`config.mk`:
```
export PLATFORM = sky130hd
export DESIGN_NAME = sa_cdc_req_tx
export DESIGN_NICKNAME = d
export VERILOG_FILES = /design/src/rtl/sa_cdc_req_tx.sv
export SDC_FILE = /design/constraint.sdc
export NUM_CORES = 1
export LEC_CHECK = 0
export ABC_AREA = 0
export BUFFER_PORTS_ARGS = -buffer_cell sky130_fd_sc_hd__buf_2
export CORE_UTILIZATION = 49
export DETAILED_ROUTE_END_ITERATION = 6
export HOLD_SLACK_MARGIN = 0.02
export PLACE_DENSITY = 0.84
export SYNTH_ARGS = -nofsm -noshare
export SYNTH_HDL_FRONTEND = slang
export SYNTH_SLANG_ARGS = --single-unit
```
`constraint.sdc`:
```
create_clock -name clk -period 2.4 [get_ports clk]
set_input_delay 0.12 -clock clk [delete_from_list [all_inputs] [get_ports clk]]
set_output_delay 0.12 -clock clk [all_outputs]
set_load 0.01 [all_outputs]
```
`src/rtl/sa_cdc_req_tx.sv`:
```
// rtl/sa_cdc_req_tx.sv - source side of a 4-phase req/ack bundled-data CDC (optional timeout: SA_CDC_REQ_TX_TIMEOUT_EN)
module sa_cdc_req_tx #(
  parameter int DW              = 32,
  parameter int ACK_SYNC_STAGES = 3,
  parameter int TIMEOUT_CYCLES  = 1024
) (
  input  logic          clk,
  input  logic          rstn,
  input  logic          src_valid,
  output logic          src_ready,
  input  logic [DW-1:0] src_data,
  output logic          cdc_req,
  output logic [DW-1:0] cdc_data,
  input  logic          cdc_ack,
  output logic          busy,
  output logic          done,
  output logic          err_timeout
);

  typedef enum logic [1:0] {
    IDLE = 2'd0,
    REQ  = 2'd1,
    DROP = 2'd2
  } state_t;

  state_t                     state_q, state_d;
  logic                       req_q, req_d;
  logic [DW-1:0]              data_q, data_d;
  logic                       done_q, done_d;
  logic [ACK_SYNC_STAGES-1:0] ack_sync_q, ack_sync_d;
  logic                       ack_s;

  // Shift chain for the asynchronous ack; only the last stage is ever used.
  always_comb begin
    ack_sync_d = {ack_sync_q[ACK_SYNC_STAGES-2:0], cdc_ack};
    ack_s      = ack_sync_q[ACK_SYNC_STAGES-1];
  end

  // Ready depends on registers only, never on src_valid; a stale high ack blocks new requests.
  always_comb begin
    src_ready = (state_q == IDLE) && !ack_s;
  end

  // Handshake sequencing: IDLE -> REQ (wait ack high) -> DROP (wait ack low) -> IDLE.
  always_comb begin
    state_d = state_q;
    req_d   = req_q;
    data_d  = data_q;
    done_d  = 1'b0;
    case (state_q)
      IDLE: begin
        if (src_valid && src_ready) begin
          data_d  = src_data;
          req_d   = 1'b1;
          state_d = REQ;
        end
      end
      REQ: begin
        if (ack_s) begin
          req_d   = 1'b0;
          state_d = DROP;
        end
      end
      DROP: begin
        // A spurious ack rise here is ignored; only a low ack completes the cycle.
        if (!ack_s) begin
          done_d  = 1'b1;
          state_d = IDLE;
        end
      end
      default: begin
        req_d   = 1'b0;
        state_d = IDLE;
      end
    endcase
  end

  // State, request, bundled data, done pulse and ack synchronizer registers.
  always_ff @(posedge clk) begin
    if (!rstn) begin
      state_q    <= IDLE;
      req_q      <= 1'b0;
      data_q     <= '0;
      done_q     <= 1'b0;
      ack_sync_q <= '0;
    end else begin
      state_q    <= state_d;
      req_q      <= req_d;
      data_q     <= data_d;
      done_q     <= done_d;
      ack_sync_q <= ack_sync_d;
    end
  end

  assign cdc_req  = req_q;
  assign cdc_data = data_q;
  assign done     = done_q;
  assign busy     = (state_q != IDLE);

`ifdef SA_CDC_REQ_TX_TIMEOUT_EN
  localparam int             CW     = $clog2(TIMEOUT_CYCLES + 1);
  localparam logic [CW-1:0]  TO_CNT = CW'(TIMEOUT_CYCLES);

  logic [CW-1:0] cnt_q, cnt_d;
  logic          err_q, err_d;

  // Phase timer: restarts on any state change, counts cycles in REQ/DROP, saturates; flag is sticky.
  always_comb begin
    cnt_d = cnt_q;
    err_d = err_q;
    if (state_d != state_q) begin
      cnt_d = '0;
    end else if ((state_q != IDLE) && (cnt_q != TO_CNT)) begin
      cnt_d = cnt_q + CW'(1);
    end
    if (cnt_d == TO_CNT) begin
      err_d = 1'b1;
    end
  end

  // Timeout counter and sticky error flag registers.
  always_ff @(posedge clk) begin
    if (!rstn) begin
      cnt_q <= '0;
      err_q <= 1'b0;
    end else begin
      cnt_q <= cnt_d;
      err_q <= err_d;
    end
  end

  assign err_timeout = err_q;
`else
  assign err_timeout = 1'b0;
`endif

endmodule

```
==> results of run 1 <==
==> metal layers <==
layer | wire [µm] | vias up | track usage [%]
met2 | 1930 | 54 | 44.83
met5 | 0 | - | 0
met4 | 47 | 0 | 8.163
li1 | - | 710 | -
met1 | 1478 | 614 | 23.15
met3 | 220 | 6 | 7.033
==> critical path, cell delays in order (launching register included) <==
cell     delay [ps]
dfxtp_1         390
nor4b_4         310
buf_4           330
mux2i_1         250
==> cell families after synthesis <==
family | after synthesis
mux | 32
simple gates | 75
flops | 39
other cells | 1
buf+inv | 13
xor+xnor | 1
compound gates | 2
==> layout make-up <==
type,instances,area share [%]
Timing Repair Buffer,103,30.10
Tap cell,44,2.480
Multi-Input combinational cell,111,30.38
Clock buffer,6,1.860
Sequential cell,39,35.17
==> power by group <==
part           total (µW)  switching [µW]  internal (µW)  leakage (µW)
clock                 296             192            104     0.0000242
combinational         236             111            126      0.000756
sequential            712            23.4            689      0.000320
total                1240             326            918       0.00110
==> state kept, by name, summed over array words and instances, names as in the netlist <==
| register | cells |
|---|---|
| ack_sync_q | 3 |
| cdc_data | 32 |
| cdc_req | 1 |
| done | 1 |
| state_q | 2 |
==> path summary, 6_finish.rpt <==
path | start | endpoint | slack, ps | cells after the start
setup / recovery | state_q[1] | cdc_data[15] | 1040 | 3
hold / removal | src_data[23] | cdc_data[23] | 30 | 3
setup reg to reg | state_q[1] | cdc_data[15] | 1040 | 3
hold reg to reg | ack_sync_q[1] | ack_sync_q[2] | 440 | 1
==> layout by cell type (no fill, tap or decap) <==
cell type | netlist | final
a22o_1 | 1 | 1
and2_1 | 4 | 4
and3_1 | 1 | 1
buf_2 | 2 | 71
buf_4 | 1 | 3
clkbuf_1 | 6 | 1
clkbuf_4 | 0 | 5
conb_1 | 1 | 1
dfxtp_1 | 39 | 39
dlygate4sd3_1 | 0 | 29
mux2i_1 | 32 | 32
nand2_1 | 64 | 64
nor2_1 | 2 | 2
nor4b_1 | 1 | 1
nor4b_4 | 0 | 1
nor4bb_1 | 1 | 1
o21ai_0 | 1 | 1
or2_1 | 1 | 1
xor2_1 | 1 | 1
==> stage by stage <==
| step | setup WS [ps] | hold slack, ps | utilization (%) | area [µm²] | instances |
|---|---|---|---|---|---|
| after floorplan | 1231 | 247.3 | - | 1558 | 163 |
| after global placement | 1094 | 344.5 | 62.36 | 1888 | 268 |
| after detailed placement | 1017 | 360.4 | 62.36 | 1888 | 268 |
| after CTS | 1048 | 20.75 | 72.98 | 2210 | 302 |
| after global routing | 975.5 | 28.89 | 73.31 | 2220 | 303 |
| final | 1039 | 29.44 | 73.31 | 2220 | 303 |
==> flow_metrics.py, run 1 <==
metrics = {
    "die": {
        "core_um2": 3028,
        "start_util_pct": 51.45,
        "rows": 20,
        "fp.dieW_um": 58.39,
        "dieArea_um2": 3409,
        "io_pins": 73,
        "die_h_um": 58.39,
    },
    "timing": {
        "slew_headroom_pct": 49.82,
        "setup_viol": 0,
        "clock.fmax_mhz": 735.0,
        "tightest_slew_ps": 752.7,
        "finalHoldViolations": 0,
        "setup_tns_ps": 0,
        "finalMaxSlewViolations": 0,
        "post-route-period-util_pct": 56.69,
        "period_needed_ps": 1361,
        "rsz0062_at_grt": "no",
        "finClkSkew_ps": 4.502,
    },
    "clocking": {
        "clk_latency_ps": 340,
        "numClockSinks": 39,
        "path_clk_slew_ps": 100,
        "cts_tree": "yes",
        "cts-root-buf": "clkbuf_4",
        "postCtsHoldBufs": 28,
        "cts_setup_buffers": 0,
        "clockBufferDepth": 2,
        "cts_made_buffers": 5,
        "ctsResizeCount": 0,
        "h-tree-depth": 2,
    },
    "routing": {
        "drtAntennaViolNets": 0,
        "vias": 1384,
        "drc_errors": 0,
        "route.detailed.wl_per_inst_um": 12.14,
        "first_pass_iters": 4,
        "drt_iter0_markers": 48,
        "finalWirelength_mm": 3.677,
        "vias_per_cell": 4.568,
    },
    "yosys": {
        "synth_compound_area_share_pct": 0.8835,
        "synth.cell_area_um2": 1558,
        "postSynth.asyncResetShare_pct": 0,
        "yosysMostFrequentCell": "nand2_1",
        "synth_simple_gate_area_share_pct": 20.48,
        "synth.area.top_cells": "dfxtp_1, mux2i_1, nand2_1, buf_12, and2_1",
        "ys_types": 19,
        "yosys_warnings": 0,
        "syn_inst": 163,
        "seq_area_frac_synth_pct": 50.12,
        "synth_edf_count": 0,
        "synth.avg_cell_area_um2": 9.557,
        "dominantRegCellSynth": "dfxtp_1",
        "ys_ff_latch": 39,
        "synth_top_family_by_area": "multiplexers",
        "synth-adder-area-share_pct": 0,
        "synthTopCellsByCount": "nand2_1, dfxtp_1, mux2i_1, clkbuf_1, and2_1",
        "synth.top_cell.area_share_pct": 50.12,
        "synthMuxAreaShare_pct": 20.56,
        "synth-xor-area-share_pct": 0.5622,
        "synth_top_cell_by_area": "dfxtp_1",
        "synth_nets": 199,
    },
    "global_routing": {
        "antenna_found_initial": 0,
        "grt_pass1_wl_mm": 5.899,
        "grt_pass1_vias": 1387,
        "grt.overflow.total": 0,
        "grt_util_all_layers_pct": 23.15,
        "grt_max_degree": 50,
    },
    "layout": {
        "layout-area-overhead-vs-synth_pct": 42.49,
        "nets": 296,
        "multiInputGateArea_um2": 674.4,
        "drive_above_1_share_pct": 30.89,
        "seq_area_um2": 780.7,
        "num-fill-cells": 232,
        "diodes": 0,
    },
    "setup_path": {
        "worstPathRequired_ps": 2660,
        "worst_ep_arrival_time_ps": 1620,
        "cp-end-kind": "flip-flop",
        "critPathKind": "reg -> reg",
        "critPathMaxFanout": 17,
        "start_kind": "flip-flop",
    },
    "status": {
        "status": "completed",
    },
    "job": {
        "cap_violations": 0,
    },
    "power_and_ir_drop": {
        "powerDensity_nw_per_um2": 560.5,
        "power_uw": 1244,
        "ir_worst_vdd_v": 0.0004238,
        "leakagePower_uw": 0.001101,
    },
    "place": {
        "dp_hpwl_mm": 2.097,
        "routabilityCongestion": 0.7013,
        "portBuffers": 71,
    },
    "min_path": {
        "hold_path_class": "in -> reg",
    },
}
(Power assumes the default switching activity.)
==> run 2, diff against run 1 <==
- CORE_UTILIZATION: 49 -> 41
- PLACE_DENSITY: 0.84 -> 0.75
- clock period: 2.4 -> 1.25 ns (I/O delays scaled with it)
==> run 2 against run 1 <==
- sequential power is 91% higher
- clock power grew to 2.5 times the previous value
- clock skew is 0.85 ps lower
- highest routed layer unchanged
- sequential share of layout area is 0.70 points lower
==> flow_metrics.py, run 2 (synthesized netlist as in run 1, its figures left out) <==
metrics = {
    "status": {
        "status": "completed",
    },
    "routing": {
        "route.detailed.wl_per_inst_um": 10.99,
        "drtAntennaViolNets": 0,
        "drc_errors": 0,
        "finalWirelength_mm": 3.352,
        "drt_iter0_markers": 36,
        "vias_per_cell": 4.443,
        "vias": 1355,
        "first_pass_iters": 4,
    },
    "power_and_ir_drop": {
        "ir_worst_vdd_v": 0.0008138,
        "clkPwrFrac_pct": 29.0,
        "power_uw": 2594,
        "comb_power_share_pct": 18.5,
        "power.switching_uw": 637.8,
        "swShare_pct": 24.59,
        "powerDensity_nw_per_um2": 1142,
        "internal_power_uw": 1956,
        "seq_power_share_pct": 52.5,
        "leakagePower_uw": 0.001137,
    },
    "layout": {
        "nets": 294,
        "drive_above_1_share_pct": 36.19,
        "largest_reg_flops": 32,
        "most-common-layout-cells": "buf_2, nand2_1, dfxtp_1, mux2i_1, dlygate4sd3_1",
        "layout-area-overhead-vs-synth_pct": 45.86,
        "diodes": 0,
        "mostFrequentLayoutCell": "buf_2",
    },
    "clocking": {
        "cts_tree": "yes",
        "clk_latency_ps": 280,
        "cts-root-buf": "clkbuf_8",
        "path_clk_slew_ps": 70,
        "cts_made_buffers": 5,
        "numClockSinks": 39,
        "clockBufferDepth": 2,
        "h-tree-depth": 2,
    },
    "die": {
        "dieArea_um2": 4050,
        "fp.dieW_um": 63.64,
        "io_pins": 73,
        "die_h_um": 63.64,
        "start_util_pct": 42.55,
        "core_um2": 3661,
        "rows": 22,
    },
    "timing": {
        "setup_viol": 0,
        "post-route-period-util_pct": 98.13,
        "finalMaxSlewViolations": 0,
        "period_needed_ps": 1227,
        "timing.hold.ws_ps": 24.55,
        "finClkSkew_ps": 3.651,
        "rsz0062_at_grt": "yes",
        "clock.fmax_mhz": 815.3,
        "finalHoldViolations": 0,
    },
    "setup_path": {
        "critPathKind": "reg -> out",
        "worstPathRequired_ps": 1190,
        "critPathMaxFanout": 3,
        "worst_ep_arrival_time_ps": 1160,
        "cp-end-kind": "output pin",
        "start_kind": "flip-flop",
    },
    "job": {
        "cap_violations": 0,
    },
    "global_routing": {
        "grt.overflow.total": 0,
        "grt_max_degree": 40,
        "grt_pass1_wl_mm": 4.968,
        "grt_util_all_layers_pct": 16.11,
        "grt_pass1_vias": 1201,
        "antenna_found_initial": 0,
    },
    "place": {
        "portBuffers": 71,
        "routabilityCongestion": 0.6655,
        "dp_hpwl_mm": 2.050,
    },
    "min_path": {
        "hold_path_class": "in -> reg",
    },
}
## run 2: per-stage QoR
step / worst slack [ps] / cells / utilization (%) / cell area [µm²] / TNS, ps
after global routing: -43.93 / 305 / 62.06 / 2272 / -358.6
after CTS: -25.30 / 298 / 59.84 / 2191 / -89.36
after floorplan: 80.56 / 163 / - / 1558 / 0
after detailed placement: -44.13 / 276 / 53.21 / 1948 / -195.0
after global placement: 37.36 / 276 / 53.21 / 1948 / 0
final: 23.42 / 305 / 62.06 / 2272 / 0
## run 2: final cells by class
type                       instances  area, µm²
multi-input combinational        111      674.4
timing repair buffer             101      681.9
fill                             303       1389
clock buffer                       6      72.57
tap                               48      60.06
sequential                        39      783.3
## run 2: timing repair
item	in CTS	in global routing
setup buffers	0	4
hold buffers	16	0
gates resized for setup	4	4
pin swaps	2	3
endpoints found under the setup margin	13	33
gates cloned	0	3
endpoints found under the hold margin	16	0
## run 2: power groups by stage
stage	registers, µW	logic, µW	clock network [µW]
2_1_floorplan	1420	222	0
3_3_place_gp	1390	397	0
3_5_place_dp	1390	403	0
4_1_cts	1360	446	771
5_1_grt	1370	522	827
6_report	1360	479	752
## run 2: final timing paths
path                 startpoint            end  slack (ps)  cells after the start
setup / recovery     state_q[1]      src_ready          20                      4
hold / removal     src_data[26]   cdc_data[26]          20                      3
setup reg to reg     state_q[0]   cdc_data[25]          30                      4
hold reg to reg   ack_sync_q[1]  ack_sync_q[2]         430                      1
## run 2: worst max-delay path: stages, from the launching register on
cell and delay, ps:
dfxtp_2 340, buf_6 110, or2_1 230, nor2_1 80, buf_2 130
## run 2: metal layers
metal | up-vias | GRT usage (%) | part of all wire (%)
li1 | 704 | - | -
met1 | 595 | 16.50 | 45
met2 | 50 | 28.86 | 48
met3 | 6 | 6.159 | 5.8
met4 | 0 | 6.818 | 1.5
met5 | - | 0 | 0
==> run 3, diff against run 2 <==
- CAP_MARGIN: default -> 20
- CORE_UTILIZATION: 41 -> 43
- CTS_BUF_LIST: default -> sky130_fd_sc_hd__clkbuf_4 sky130_fd_sc_hd__clkbuf_8
- PLACE_DENSITY: 0.75 -> 0.78
- clock period: 1.25 -> 1 ns (I/O delays scaled with it)
==> run 3 against run 2 <==
- the run now ends with setup timing left
- routed wire length is 9.9% higher
- largest power group unchanged
- critical path type is now reg -> reg
- flip-flop and latch count is the same
- hold slack improved by 87 ps
- first-iteration DRC count rose to 2.6 times the previous value
- core utilization grew 11 points
- total power grew 23%
- critical path depth is 1 higher
- count of clock-buffer cells in the layout down 1
- worst setup slack worse by 380 ps
- register-to-register slack got worse by 380 ps
==> flow_metrics.py, run 3 (synthesized netlist as in run 1, its figures left out) <==
metrics = {
    "status": {
        "status": "complete, but fails checks",
        "violations": "setup timing",
    },
    "place": {
        "routabilityCongestion": 0.6531,
        "dp_hpwl_mm": 1.991,
        "preCtsSetupSlack_ps": -199.7,
        "dpl.cell_count": 276,
        "portBuffers": 71,
    },
    "clocking": {
        "clk_latency_ps": 340,
        "numClockSinks": 39,
        "cts-root-buf": "clkbuf_4",
        "cts_made_buffers": 5,
        "cts_tree": "yes",
        "h-tree-depth": 2,
        "path_clk_slew_ps": 110,
        "clockBufferDepth": 2,
    },
    "global_routing": {
        "grt.overflow.total": 0,
        "grt_pass1_wl_mm": 5.982,
        "gr-usage-met1_pct": 22.07,
        "grtUsageMet3_pct": 6.801,
        "grt.busiest_layer": "met2",
        "grt_max_degree": 31,
        "grt_pass1_vias": 1356,
        "antenna_found_initial": 0,
        "met2_usage_pct": 35.99,
        "grt_util_all_layers_pct": 20.02,
    },
    "power_and_ir_drop": {
        "powerDensity_nw_per_um2": 1266,
        "seq_power_share_pct": 53.6,
        "power_uw": 3178,
        "swShare_pct": 26.68,
        "internal_power_uw": 2330,
        "comb_power_share_pct": 22.6,
        "ir_worst_vdd_v": 0.0008473,
        "clkPwrFrac_pct": 23.8,
        "power.switching_uw": 847.8,
        "leakagePower_uw": 0.001237,
    },
    "timing": {
        "finalMaxSlewViolations": 0,
        "finalHoldViolations": 0,
        "timing.hold.ws_ps": 111.6,
        "rsz0062_at_grt": "yes",
        "finClkSkew_ps": 7.738,
        "post-route-period-util_pct": 135.4,
        "setup_viol": 35,
        "fin_ws_ps": -353.9,
        "period_needed_ps": 1354,
        "clock.fmax_mhz": 738.6,
    },
    "die": {
        "rows": 21,
        "core_um2": 3416,
        "die_h_um": 62.19,
        "start_util_pct": 45.60,
        "io_pins": 73,
        "dieArea_um2": 3868,
        "fp.dieW_um": 62.19,
    },
    "min_path": {
        "hold_path_class": "in -> reg",
    },
    "routing": {
        "route.detailed.wl_per_inst_um": 11.37,
        "drt_iter0_markers": 92,
        "vias": 1438,
        "first_pass_iters": 4,
        "vias_per_cell": 4.438,
        "drc_errors": 0,
        "drtAntennaViolNets": 0,
        "finalWirelength_mm": 3.685,
    },
    "setup_path": {
        "cp-end-kind": "flip-flop",
        "critPathKind": "reg -> reg",
        "worstPathRequired_ps": 1260,
        "start_kind": "flip-flop",
        "critPathMaxFanout": 6,
        "worst_ep_arrival_time_ps": 1620,
    },
    "layout": {
        "mostFrequentLayoutCell": "buf_2",
        "utilization_pct": 73.52,
        "nets": 313,
        "drive_above_1_share_pct": 36.69,
        "num-fill-cells": 257,
        "fin_cells": 324,
        "most-common-layout-cells": "buf_2, nand2_1, dfxtp_1, dlygate4sd3_1, mux2i_1",
        "layout-area-overhead-vs-synth_pct": 61.20,
        "diodes": 0,
        "largest_reg_flops": 32,
    },
    "job": {
        "cap_violations": 0,
    },
}
## run 3: cell count changes in the layout (fill, tap and decap cells not counted), sizes merged
cell         change
buf              +2
clkbuf           -2
clkinv           +3
dlygate4sd3     +18
## run 3: worst max-delay path, cell delays in order (launching register included)
cell     delay, ps
dfxtp_2        350
buf_6          110
nor4b_4        290
buf_6          180
buf_12         130
mux2i_2        210
## run 3: layout make-up
class | instances | area, µm² | share of cell area, %
well taps | 46 | 57.56 | 2.292
clock buffers | 5 | 37.54 | 1.495
repair buffers | 120 | 912.1 | 36.32
multi-input cells | 111 | 704.4 | 28.05
flip-flops and latches | 39 | 784.5 | 31.24
clock inverters | 3 | 15.01 | 0.5979
## run 3: power by group through the flow
| stage | clock [µW] | combinational [µW] | sequential [µW] |
|---|---|---|---|
| 2_1_floorplan | 0 | 277 | 1780 |
| 5_1_grt | 865 | 776 | 1710 |
| 4_1_cts | 790 | 693 | 1700 |
| 6_report | 758 | 717 | 1700 |
| 3_5_place_dp | 0 | 530 | 1730 |
| 3_3_place_gp | 0 | 518 | 1730 |
## run 3: path summary, 6_finish.rpt
path,from,end,slack [ps],cells past startpoint
min,rstn,cdc_data[16],110,3
min reg2reg,ack_sync_q[0],ack_sync_q[1],450,1
max,state_q[0],cdc_data[25],-350,5
max reg2reg,state_q[0],cdc_data[25],-350,5
## run 3: per-layer routing
layer | part of all wire (%) | wire [µm] | vias to the layer above
li1 | - | - | 751
met1 | 43 | 1580 | 631
met2 | 51 | 1868 | 50
met3 | 5.4 | 199 | 6
met4 | 0.98 | 36 | 0
met5 | 0 | 0 | -
## run 3: stage by stage
stage                     setup TNS, ps  cell area, µm²
after global routing             -12580            2511
after global placement            -5044            1988
final                            -10810            2511
after detailed placement          -5733            1988
after CTS                         -9978            2477
after floorplan                   -4559            1560
## run 3: repair_timing
item	4_1_cts	5_1_grt
hold endpoints to repair	34	0
gates resized for setup	11	7
pin swaps	3	3
endpoints found under the setup margin	35	36
hold buffers	34	0
cloned	2	0
buffers inserted	4	0
